--- src/rtl/l2arb_pkg.sv ---
// l2arb_pkg: shared types for the L1 I/D to L2 Wishbone arbiter.
//   arb_state_t : arbiter FSM states (idle, serving I-cache, serving D-cache)
//   master_t    : identifies one of the two L1 masters
//   serve_state : maps a granted master onto the state that serves it
package l2arb_pkg;

    localparam int unsigned ADDR_W_DEF = 32;
    localparam int unsigned DATA_W_DEF = 256;

    typedef enum logic [1:0] {
        IDLE,
        SERVE_I,
        SERVE_D
    } arb_state_t;

    typedef enum logic {
        M_I,
        M_D
    } master_t;

    function automatic arb_state_t serve_state(input master_t m);
        return (m == M_D) ? SERVE_D : SERVE_I;
    endfunction

endpackage

--- src/rtl/rr_pick2.sv ---
// rr_pick2: combinational two-way round-robin pick.
//   req_i, req_d : request lines from the I-cache and D-cache
//   last_grant   : master that completed the most recent transaction
//   valid        : at least one master is requesting
//   winner       : chosen master (meaningful only when valid)
module rr_pick2
    import l2arb_pkg::*;
(
    input  logic    req_i,
    input  logic    req_d,
    input  master_t last_grant,
    output logic    valid,
    output master_t winner
);

    always_comb begin
        valid  = req_i | req_d;
        winner = M_I;
        if (req_i && req_d) begin
            // On a tie the master that was not served last goes first.
            winner = (last_grant == M_I) ? M_D : M_I;
        end else if (req_d) begin
            winner = M_D;
        end
    end

endmodule

--- src/rtl/l1_l2_arbiter.sv ---
// l1_l2_arbiter: two-master Wishbone arbiter in front of the L2 CPU port.
// Multiplexes L1 I-cache and D-cache line requests onto one L2 port with
// round-robin fairness, holding the granted address/data stable for the
// whole L2 transaction and routing ack/read data back to the owner.
//   clk, rst                 : clock, synchronous active-high reset
//   i_cyc/i_stb/i_adr        : I-cache request (read only)
//   i_ack/i_dat_r            : I-cache response
//   d_cyc/d_stb/d_we/d_adr/d_dat_w : D-cache request (read or writeback)
//   d_ack/d_dat_r            : D-cache response
//   l2_cyc/l2_stb/l2_we/l2_adr/l2_dat_w : request to L2
//   l2_ack/l2_dat_r          : response from L2
module l1_l2_arbiter
    import l2arb_pkg::*;
#(
    parameter int unsigned ADDR_W = ADDR_W_DEF,
    parameter int unsigned DATA_W = DATA_W_DEF
) (
    input  logic              clk,
    input  logic              rst,

    input  logic              i_cyc,
    input  logic              i_stb,
    input  logic [ADDR_W-1:0] i_adr,
    output logic              i_ack,
    output logic [DATA_W-1:0] i_dat_r,

    input  logic              d_cyc,
    input  logic              d_stb,
    input  logic              d_we,
    input  logic [ADDR_W-1:0] d_adr,
    input  logic [DATA_W-1:0] d_dat_w,
    output logic              d_ack,
    output logic [DATA_W-1:0] d_dat_r,

    output logic              l2_cyc,
    output logic              l2_stb,
    output logic              l2_we,
    output logic [ADDR_W-1:0] l2_adr,
    output logic [DATA_W-1:0] l2_dat_w,
    input  logic              l2_ack,
    input  logic [DATA_W-1:0] l2_dat_r
);

    arb_state_t        state_q, state_d;
    master_t           last_grant_q, last_grant_d;
    logic [ADDR_W-1:0] hold_adr_q, hold_adr_d;
    logic              hold_we_q, hold_we_d;
    logic [DATA_W-1:0] hold_dat_q, hold_dat_d;

    logic              req_i, req_d;
    logic              pick_valid;
    master_t           pick_winner;

    assign req_i = i_cyc & i_stb;
    assign req_d = d_cyc & d_stb;

    rr_pick2 u_pick (
        .req_i      (req_i),
        .req_d      (req_d),
        .last_grant (last_grant_q),
        .valid      (pick_valid),
        .winner     (pick_winner)
    );

    always_ff @(posedge clk) begin
        if (rst) begin
            state_q      <= IDLE;
            last_grant_q <= M_I;
            hold_adr_q   <= '0;
            hold_we_q    <= 1'b0;
            hold_dat_q   <= '0;
        end else begin
            state_q      <= state_d;
            last_grant_q <= last_grant_d;
            hold_adr_q   <= hold_adr_d;
            hold_we_q    <= hold_we_d;
            hold_dat_q   <= hold_dat_d;
        end
    end

    always_comb begin
        state_d      = state_q;
        last_grant_d = last_grant_q;
        hold_adr_d   = hold_adr_q;
        hold_we_d    = hold_we_q;
        hold_dat_d   = hold_dat_q;

        l2_cyc   = 1'b0;
        l2_stb   = 1'b0;
        l2_we    = 1'b0;
        l2_adr   = '0;
        l2_dat_w = '0;
        i_ack    = 1'b0;
        d_ack    = 1'b0;
        i_dat_r  = '0;
        d_dat_r  = '0;

        unique case (state_q)
            IDLE: begin
                if (pick_valid) begin
                    state_d = serve_state(pick_winner);
                    if (pick_winner == M_D) begin
                        hold_adr_d = d_adr;
                        hold_we_d  = d_we;
                        hold_dat_d = d_dat_w;
                    end else begin
                        // I-cache only fetches lines; never forward a write.
                        hold_adr_d = i_adr;
                        hold_we_d  = 1'b0;
                        hold_dat_d = '0;
                    end
                end
            end

            SERVE_I: begin
                l2_cyc   = 1'b1;
                l2_stb   = 1'b1;
                l2_we    = hold_we_q;
                l2_adr   = hold_adr_q;
                l2_dat_w = hold_dat_q;
                i_dat_r  = l2_dat_r;
                if (!i_cyc) begin
                    // Master abandoned the cycle: drop it without an ack or
                    // a fairness update.
                    state_d = IDLE;
                end else if (l2_ack) begin
                    i_ack        = 1'b1;
                    last_grant_d = M_I;
                    state_d      = IDLE;
                end
            end

            SERVE_D: begin
                l2_cyc   = 1'b1;
                l2_stb   = 1'b1;
                l2_we    = hold_we_q;
                l2_adr   = hold_adr_q;
                l2_dat_w = hold_dat_q;
                d_dat_r  = l2_dat_r;
                if (!d_cyc) begin
                    state_d = IDLE;
                end else if (l2_ack) begin
                    d_ack        = 1'b1;
                    last_grant_d = M_D;
                    state_d      = IDLE;
                end
            end

            default: begin
                state_d = IDLE;
            end
        endcase
    end

endmodule
--- config.mk ---
export PLATFORM = sky130hd
export DESIGN_NAME = l1_l2_arbiter
export DESIGN_NICKNAME = d
export VERILOG_FILES = /design/src/rtl/l2arb_pkg.sv /design/src/rtl/rr_pick2.sv /design/src/rtl/l1_l2_arbiter.sv
export SDC_FILE = /design/constraint.sdc
export NUM_CORES = 1
export LEC_CHECK = 0
export ABC_CLOCK_PERIOD_IN_PS = 2200
export BUFFER_PORTS_ARGS = -buffer_cell sky130_fd_sc_hd__buf_2
export CAP_MARGIN = 10
export CORE_AREA = 5 5 539 541
export DETAILED_ROUTE_END_ITERATION = 8
export DIE_AREA = 0 0 544 546
export GPL_ROUTABILITY_DRIVEN = 0
export PLACE_DENSITY = 0.3
export SLEW_MARGIN = 20
export SYNTH_ARGS = -nofsm -noshare
export SYNTH_HDL_FRONTEND = slang
export SYNTH_SLANG_ARGS = --single-unit
--- constraint.sdc ---
create_clock -name clk -period 2.2 [get_ports clk]
set_clock_uncertainty 0.2 [all_clocks]
set_input_delay 0.11 -clock clk [delete_from_list [all_inputs] [get_ports clk]]
set_output_delay 0.11 -clock clk [all_outputs]
set_load 0.05 [all_outputs]
==> out/results.txt, run 1 <==
power density normalized to cell area -> 524 mW/mm2
number of clock sinks -> 292
metal2 WL -> 103 mm
worst-case setup slack after placement -> 44.2 ps
flip-flop and latch count after synthesis -> 292
max-slew headroom at the worst pin -> 37.1%
number of buffers between clock root and the deepest sink -> 3
count of input and output buffers -> 1388
detailed placer's ending HPWL -> 172 mm
Die Span X -> 544 um
detailed-route wire length on metal 1 -> 68.3 mm
proportion of layout cells with a drive suffix above 1 -> 58.9%
Post-Synthesis Cell Area -> 0.0150 mm2
most common cell after layout, fill and taps aside -> buf_2
Slowest cell on crit path -> dfxtp_2
initial drt markers -> 1176
Crit path max-delay family -> buffers and inverters
number of endpoints with negative hold slack in the final report -> 0
fin nets -> 4103
number of global-route vias before repair -> 22700
Yosys warnings -> 0
clock latency on the worst-skew pair -> 610 ps
critical path arrival -> 2230 ps
antenna-violating nets left -> 0
critical path, cell by cell -> inv_2 > buf_6 > ha_4 > buf_8 > buf_16 > buf_12 > buf_16 > and2_4 > buf_6
register-to-register setup slack -> 100 ps
Static Leak -> 17.8 nW
crit path kind -> register to primary output
failing checks -> setup timing
overall routed net length -> 204 mm
worst setup margin -> -339 ps
result of the run -> complete, but fails checks
pin count of the biggest net entering global routing -> 58
TritonCTS Buffers -> 39
Vias -> 21500
R2R Path End -> hold_adr_q[20]
row cnt -> 196
Synth cell types -> 31
chip height -> 546 um
Clock Root Buffer -> clkbuf_16
relative area change from synthesis to final layout -> 181%
Worst-Margin Slew -> 943 ps
WHS Endpoint -> hold_dat_q[214]
crit-path max cell delay -> 330 ps
Wirelength per Cell -> 27.7 um
nature of the critical path endpoint -> primary output
placed cell count -> 6760
number of non-filler instances in the completed layout -> 7365
number of max-cap violations -> 0
area of the die -> 0.297 mm2
Clock H-tree levels -> 2
worst supply voltage drop on vdd -> 0.511 mV
Hold Crit Class -> input pin to register
number of antenna violations at the first check in global routing -> 155
Max Used Layer -> met5
drc violations -> 0
WL met3 -> 23.9 mm
summed area of non-filler cells in the final layout -> 0.0420 mm2
number of buffer and inverter stages on the critical path -> 7
Initial Utilization -> 5.26%
minimum clock period -> 2540 ps
wire length of the first global-routing pass -> 247 mm
Area after DPL -> 0.0317 mm2
required time worst endpoint -> 1890 ps
count of pins over their slew limit -> 0
share of synthesized area occupied by flip-flops and latches -> 39.1%
upper clock frequency limit -> 394 MHz
count of cells along the worst register-to-register path -> 4
largest driver fanout on the critical path -> 8
setup repair after global routing missed its margin -> true
Final period util -> 115%
Syn Area/Cell -> 8.86 um2
TritonCTS clock tree -> built
All-Layer GR Usage -> 12.8%
crit path launch type -> register
number of ports placed on the die boundary -> 1389
number of setup violations in the final report -> 805
R2R Path Start -> last_grant_q
commonest cells after routing, fill and taps aside -> buf_2, dlygate4sd3_1, buf_12
cell count after synthesis -> 1690
clock transition at the registers of the reported paths -> 50 ps
Floorplan Core Area -> 0.284 mm2
drt pass-1 iters -> 5
beginning of the worst hold path -> d_dat_w[214]
number of cells on the worst hold path -> 3
routed vias/inst -> 2.92
final core area utilization -> 14.8%
Congestion Overflow GR -> 0
Syn Nets -> 2279
-- metrics by stage --
stage | TNS (ps) | hold slack (ps) | power [W]
2_1_floorplan | 0 | 42.6 | 0.00962
3_3_place_gp | 0 | 128 | 0.0133
3_5_place_dp | 0 | 130 | 0.0132
4_1_cts | -283800 | 0.0858 | 0.0219
5_1_grt | -272570 | 29.0 | 0.0230
6_report | -185100 | 62.2 | 0.0220
-- layer usage --
metal  GRT usage (%)  vias up
met5               0        -
met4            4.64       26
met3            6.28      347
met2            23.1     1292
met1            12.5    10300
li1                -     9490
-- worst max path at each step --
stage	startpoint	end	slack, ps	cells after the start
after floorplan	state_q[1]	l2_adr[1]	40	6
after global placement	state_q[0]	hold_dat_q[23]	8	7
after detailed placement	state_q[0]	hold_dat_q[75]	40	7
after CTS	state_q[0]	l2_dat_w[141]	-470	6
after global routing	state_q[1]	l2_dat_w[128]	-430	6
final	state_q[0]	d_dat_r[62]	-340	9
-- worst register-to-register path, delay by kind of cell (launching register included) --
| kind | cells | cell delay, ps |
|---|---|---|
| and+or+nand+nor | 2 | 700 |
| buffers and inverters | 1 | 580 |
| DFF | 1 | 350 |
| AOI/OAI and AO/OA | 1 | 90 |
-- cell families (layout without fill, tap and decap cells) --
logic type               count (synthesis)  in the layout  synth area share, %
buffers and inverters                  185           2038                 5.50
AO/OA/AOI/OAI                          361            361                 19.6
adder cells (fa/ha/maj)                  5              5                0.418
AND/OR/NAND/NOR                        847            847                 35.5
other                                    0             60                    0
flip-flops                             292            292                 39.1
-- report_power, final --
part,switching [W],internal [W]
logic,0.00540,0.00397
clock network,0.00284,0.00395
registers,0.000228,0.00562
-- sequential cells by signal (all words and copies together) (netlist names) --
name / flops
hold_adr_q: 32
hold_dat_q: 256
last_grant_q: 1
hold_we_q: 1
state_q: 2
-- Yosys cell counts, drive strengths merged --
master / count / area, um2
and2: 802 / 5020
dfxtp: 292 / 5850
a22o: 258 / 2260
clkbuf: 116 / 437
buf: 64 / 368
a21oi: 33 / 176
a311oi: 32 / 280
nand4: 32 / 200
o21ai: 32 / 160
ha: 5 / 62.6
inv: 5 / 18.8
and3: 3 / 18.8
nand2b: 3 / 18.8
nand2: 2 / 10.0
nand3: 2 / 10.0
a221oi: 1 / 8.76
a22oi: 1 / 7.51
a41o: 1 / 10.0
nor2: 1 / 3.75
nor3b: 1 / 7.51
nor4: 1 / 21.3
o2bb2ai: 1 / 8.76
o32a: 1 / 10.0
o32ai: 1 / 8.76
-- timing repair --
item	4_1_cts	5_1_grt
resized for setup	552	727
hold endpoints to repair	292	0
setup endpoints to repair	804	808
buffers inserted	26	4
cloned	22	19
pin swaps	39	68
hold buffers	412	0
-- final cells by class --
cell class | instances | area, um2
clock inverter | 20 | 236
clock buffer | 50 | 1110
inverter | 5 | 21.3
tap | 3762 | 4710
sequential | 292 | 5850
antenna | 60 | 150
multi-input combinational | 1213 | 9210
timing repair buffer | 1963 | 20700
fill | 32200 | 242000
(Power assumes the default switching activity.)
==> inputs of run 2 (changes only) <==
- ABC_AREA: not set -> 1
- CORE_AREA: 5 5 539 541 -> 5 5 535 537
- DIE_AREA: 0 0 544 546 -> 0 0 540 542
==> run 2 against run 1 <==
Largest power group unchanged. Highest routed layer unchanged. Routed wire length rose by 20%. Clock power rose by 12%. Sequential power rose by 3%. Via count rose by 30%. Largest cell class unchanged. The run ends with antenna rules, setup timing left. Critical endpoint is now i_dat_r[36].
==> out/results.txt, run 2 <==
Clock H-tree levels -> 2 (unchanged)
initial drt markers -> 1936 (was 1176)
critical path arrival -> 2330 ps (was 2230 ps)
upper clock frequency limit -> 379 MHz (was 394 MHz)
number of max-cap violations -> 0 (unchanged)
Syn Nets -> 3719 (was 2279)
Static Leak -> 22.4 nW (was 17.8 nW)
overall routed net length -> 244 mm (was 204 mm)
wire length of the first global-routing pass -> 298 mm (was 247 mm)
proportion of layout cells with a drive suffix above 1 -> 48.5% (was 58.9%)
Die Span X -> 540 um (was 544 um)
clock latency on the worst-skew pair -> 620 ps (was 610 ps)
R2R Path End -> hold_dat_q[254] (was hold_adr_q[20])
required time worst endpoint -> 1890 ps (about the same)
summed area of non-filler cells in the final layout -> 0.0449 mm2 (was 0.0420 mm2)
TritonCTS Buffers -> 44 (was 39)
detailed placer's ending HPWL -> 212 mm (was 172 mm)
compound-gate portion of the synthesized area -> 11.1% (was 19.6%)
antenna-violating nets left -> 1 (was 0)
area of the die -> 0.293 mm2 (was 0.297 mm2)
Vias -> 28000 (was 21500)
max-slew headroom at the worst pin -> 39.1% (was 37.1%)
Hold Crit Class -> input pin to register (unchanged)
failing checks -> antenna rules, setup timing (was setup timing)
worst supply voltage drop on vdd -> 0.564 mV (was 0.511 mV)
result of the run -> complete, but fails checks (unchanged)
most common library cells after synthesis -> nand2_1, inv_1, dfxtp_1, a21oi_2, nand2_2 (was and2_1, dfxtp_1, a22o_1, clkbuf_1, buf_2)
drt pass-1 iters -> 6 (was 5)
mux cell area share after synthesis -> 0% (unchanged)
number of buffers between clock root and the deepest sink -> 3 (unchanged)
share of Yosys cell area claimed by the top area cell type -> 31.3% (was 39.1%)
R2R Path Start -> state_q[1] (was last_grant_q)
pin count of the biggest net entering global routing -> 45 (was 58)
Post-Synthesis Cell Area -> 0.0187 mm2 (was 0.0150 mm2)
routed vias/inst -> 3.13 (was 2.92)
Wirelength per Cell -> 27.2 um (was 27.7 um)
Congestion Overflow GR -> 0 (unchanged)
count of input and output buffers -> 1388 (unchanged)
final core area utilization -> 16.0% (was 14.8%)
Post-synth top flop -> dfxtp_1 (unchanged)
crit path kind -> register to primary output (unchanged)
drc violations -> 0 (unchanged)
flip-flop count of the largest register, all copies and words added -> 256 (unchanged)
WHS Endpoint -> hold_dat_q[45] (was hold_dat_q[214])
register-to-register setup slack -> 190 ps (was 100 ps)
relative area change from synthesis to final layout -> 141% (was 181%)
cell count after synthesis -> 3130 (was 1690)
number of antenna violations at the first check in global routing -> 210 (was 155)
Synth cell types -> 21 (was 31)
All-Layer GR Usage -> 15.7% (was 12.8%)
minimum clock period -> 2640 ps (was 2540 ps)
largest driver fanout on the critical path -> 6 (was 8)
register containing the most flip-flops in the final layout -> hold_dat_q (unchanged)
Initial Utilization -> 6.64% (was 5.26%)
commonest cells after routing, fill and taps aside -> nand2_1, buf_2, inv_1 (was buf_2, dlygate4sd3_1, buf_12)
EDFF count, synth -> 0 (unchanged)
clock transition at the registers of the reported paths -> 60 ps (was 50 ps)
combinational family with the most area after synthesis -> simple AND/OR/NAND/NOR gates (unchanged)
worst setup margin -> -441 ps (was -339 ps)
power density normalized to cell area -> 558 mW/mm2 (was 524 mW/mm2)
dominant cells by area after synthesis -> dfxtp_1, nand2_1, inv_1 (was dfxtp_1, and2_1, a22o_1)
TritonCTS clock tree -> built (unchanged)
fraction of registers with async set/reset -> 0% (unchanged)
count leader, synth -> nand2_1 (was and2_1)
Syn Area/Cell -> 5.96 um2 (was 8.86 um2)
number of endpoints with negative hold slack in the final report -> 0 (unchanged)
nature of the critical path endpoint -> primary output (unchanged)
Worst-Margin Slew -> 914 ps (was 943 ps)
fin nets -> 5564 (was 4103)
Floorplan Core Area -> 0.281 mm2 (was 0.284 mm2)
number of global-route vias before repair -> 26800 (was 22700)
number of ports placed on the die boundary -> 1389 (unchanged)
Clock Root Buffer -> clkbuf_16 (unchanged)
Area after DPL -> 0.0358 mm2 (was 0.0317 mm2)
Yosys warnings -> 0 (unchanged)
number of setup violations in the final report -> 1024 (was 805)
row cnt -> 195 (was 196)
share of synthesized area occupied by flip-flops and latches -> 31.3% (was 39.1%)
Synth area leader -> dfxtp_1 (unchanged)
beginning of the worst hold path -> d_dat_w[45] (was d_dat_w[214])
xor-xnor portion of the synthesized cell area -> 0% (unchanged)
adder and majority gate portion of the synthesized area -> 0.335% (was 0.418%)
count of cells along the worst register-to-register path -> 8 (was 4)
most common cell after layout, fill and taps aside -> nand2_1 (was buf_2)
number of cells on the worst hold path -> 4 (was 3)
number of clock sinks -> 292 (unchanged)
synthesized-area fraction occupied by and/or/nand/nor cells -> 33.8% (was 35.5%)
count of pins over their slew limit -> 0 (unchanged)
Final period util -> 120% (was 115%)
flip-flop and latch count after synthesis -> 292 (unchanged)
setup repair after global routing missed its margin -> true (unchanged)
chip height -> 542 um (was 546 um)
largest registers ranked by flip-flop count -> hold_dat_q: 256 flops, hold_adr_q: 32 flops, state_q: 2 flops (unchanged)
crit path launch type -> register (unchanged)
## run 2: how the worst max path moves through the flow
stage / from / to / slack [ps] / cells past startpoint
global route: state_q[1] / l2_dat_w[80] / -560 / 9
detailed placement: state_q[1] / l2_dat_w[30] / -20 / 7
finish: state_q[1] / i_dat_r[36] / -440 / 9
CTS: state_q[1] / l2_dat_w[95] / -520 / 8
global placement: state_q[1] / l2_dat_w[30] / -30 / 7
floorplan: state_q[1] / l2_adr[21] / 4 / 7
## run 2: timing repair
item,in CTS,in global routing
endpoints found under the hold margin,292,0
hold buffers,400,0
gates cloned,10,18
gates resized for setup,394,316
endpoints found under the setup margin,805,1077
setup buffers,24,17
pin swaps,8,2
## run 2: worst max-delay path: stages (launching register included)
cell and delay [ps]:
dfxtp_2 340, inv_4 70, buf_4 110, ha_4 230, buf_12 170, buf_16 150, buf_4 140, nand2_1 120
inv_1 90, buf_2 270
## run 2: per-layer routing
| metal | up-vias | wire length, um | GRT usage (%) |
|---|---|---|---|
| li1 | 12700 | - | - |
| met3 | 421 | 31700 | 9.09 |
| met1 | 13100 | 100000 | 18.8 |
| met5 | - | 632 | 0 |
| met4 | 80 | 9660 | 5.06 |
| met2 | 1674 | 102000 | 23.4 |
## run 2: area by class of cell
class | instances | area, um2
Tap cell | 3743 | 4680
Clock inverter | 20 | 297
Clock buffer | 61 | 1230
Antenna cell | 201 | 503
Multi-Input combinational cell | 1801 | 9010
Sequential cell | 292 | 5850
Timing Repair Buffer | 1991 | 19400
Fill cell | 32400 | 236000
Inverter | 845 | 3950
## run 2: cell families after synthesis
logic type / Yosys count
flops: 292
buf+inv: 1037
simple gates: 1533
compound gates: 263
fa+ha+maj: 5
## run 2: stage by stage
stage               total power [W]  instances  hold WS [ps]  setup slack [ps]  TNS, ps
global route                 0.0261       8831          25.0              -557  -374560
CTS                          0.0249       8723         0.393              -523  -307920
global placement             0.0157       8208           170             -34.4    -62.3
finish                       0.0250       8954          72.6              -441  -262700
floorplan                    0.0110       3130          53.1              4.02        0
detailed placement           0.0156       8208           171             -19.7    -19.7
## run 2: report_power, final
part	internal (W)	switching, W
Sequential	0.00563	0.000374
Combinational	0.00419	0.00727
Clock	0.00445	0.00314
Total	0.0143	0.0108
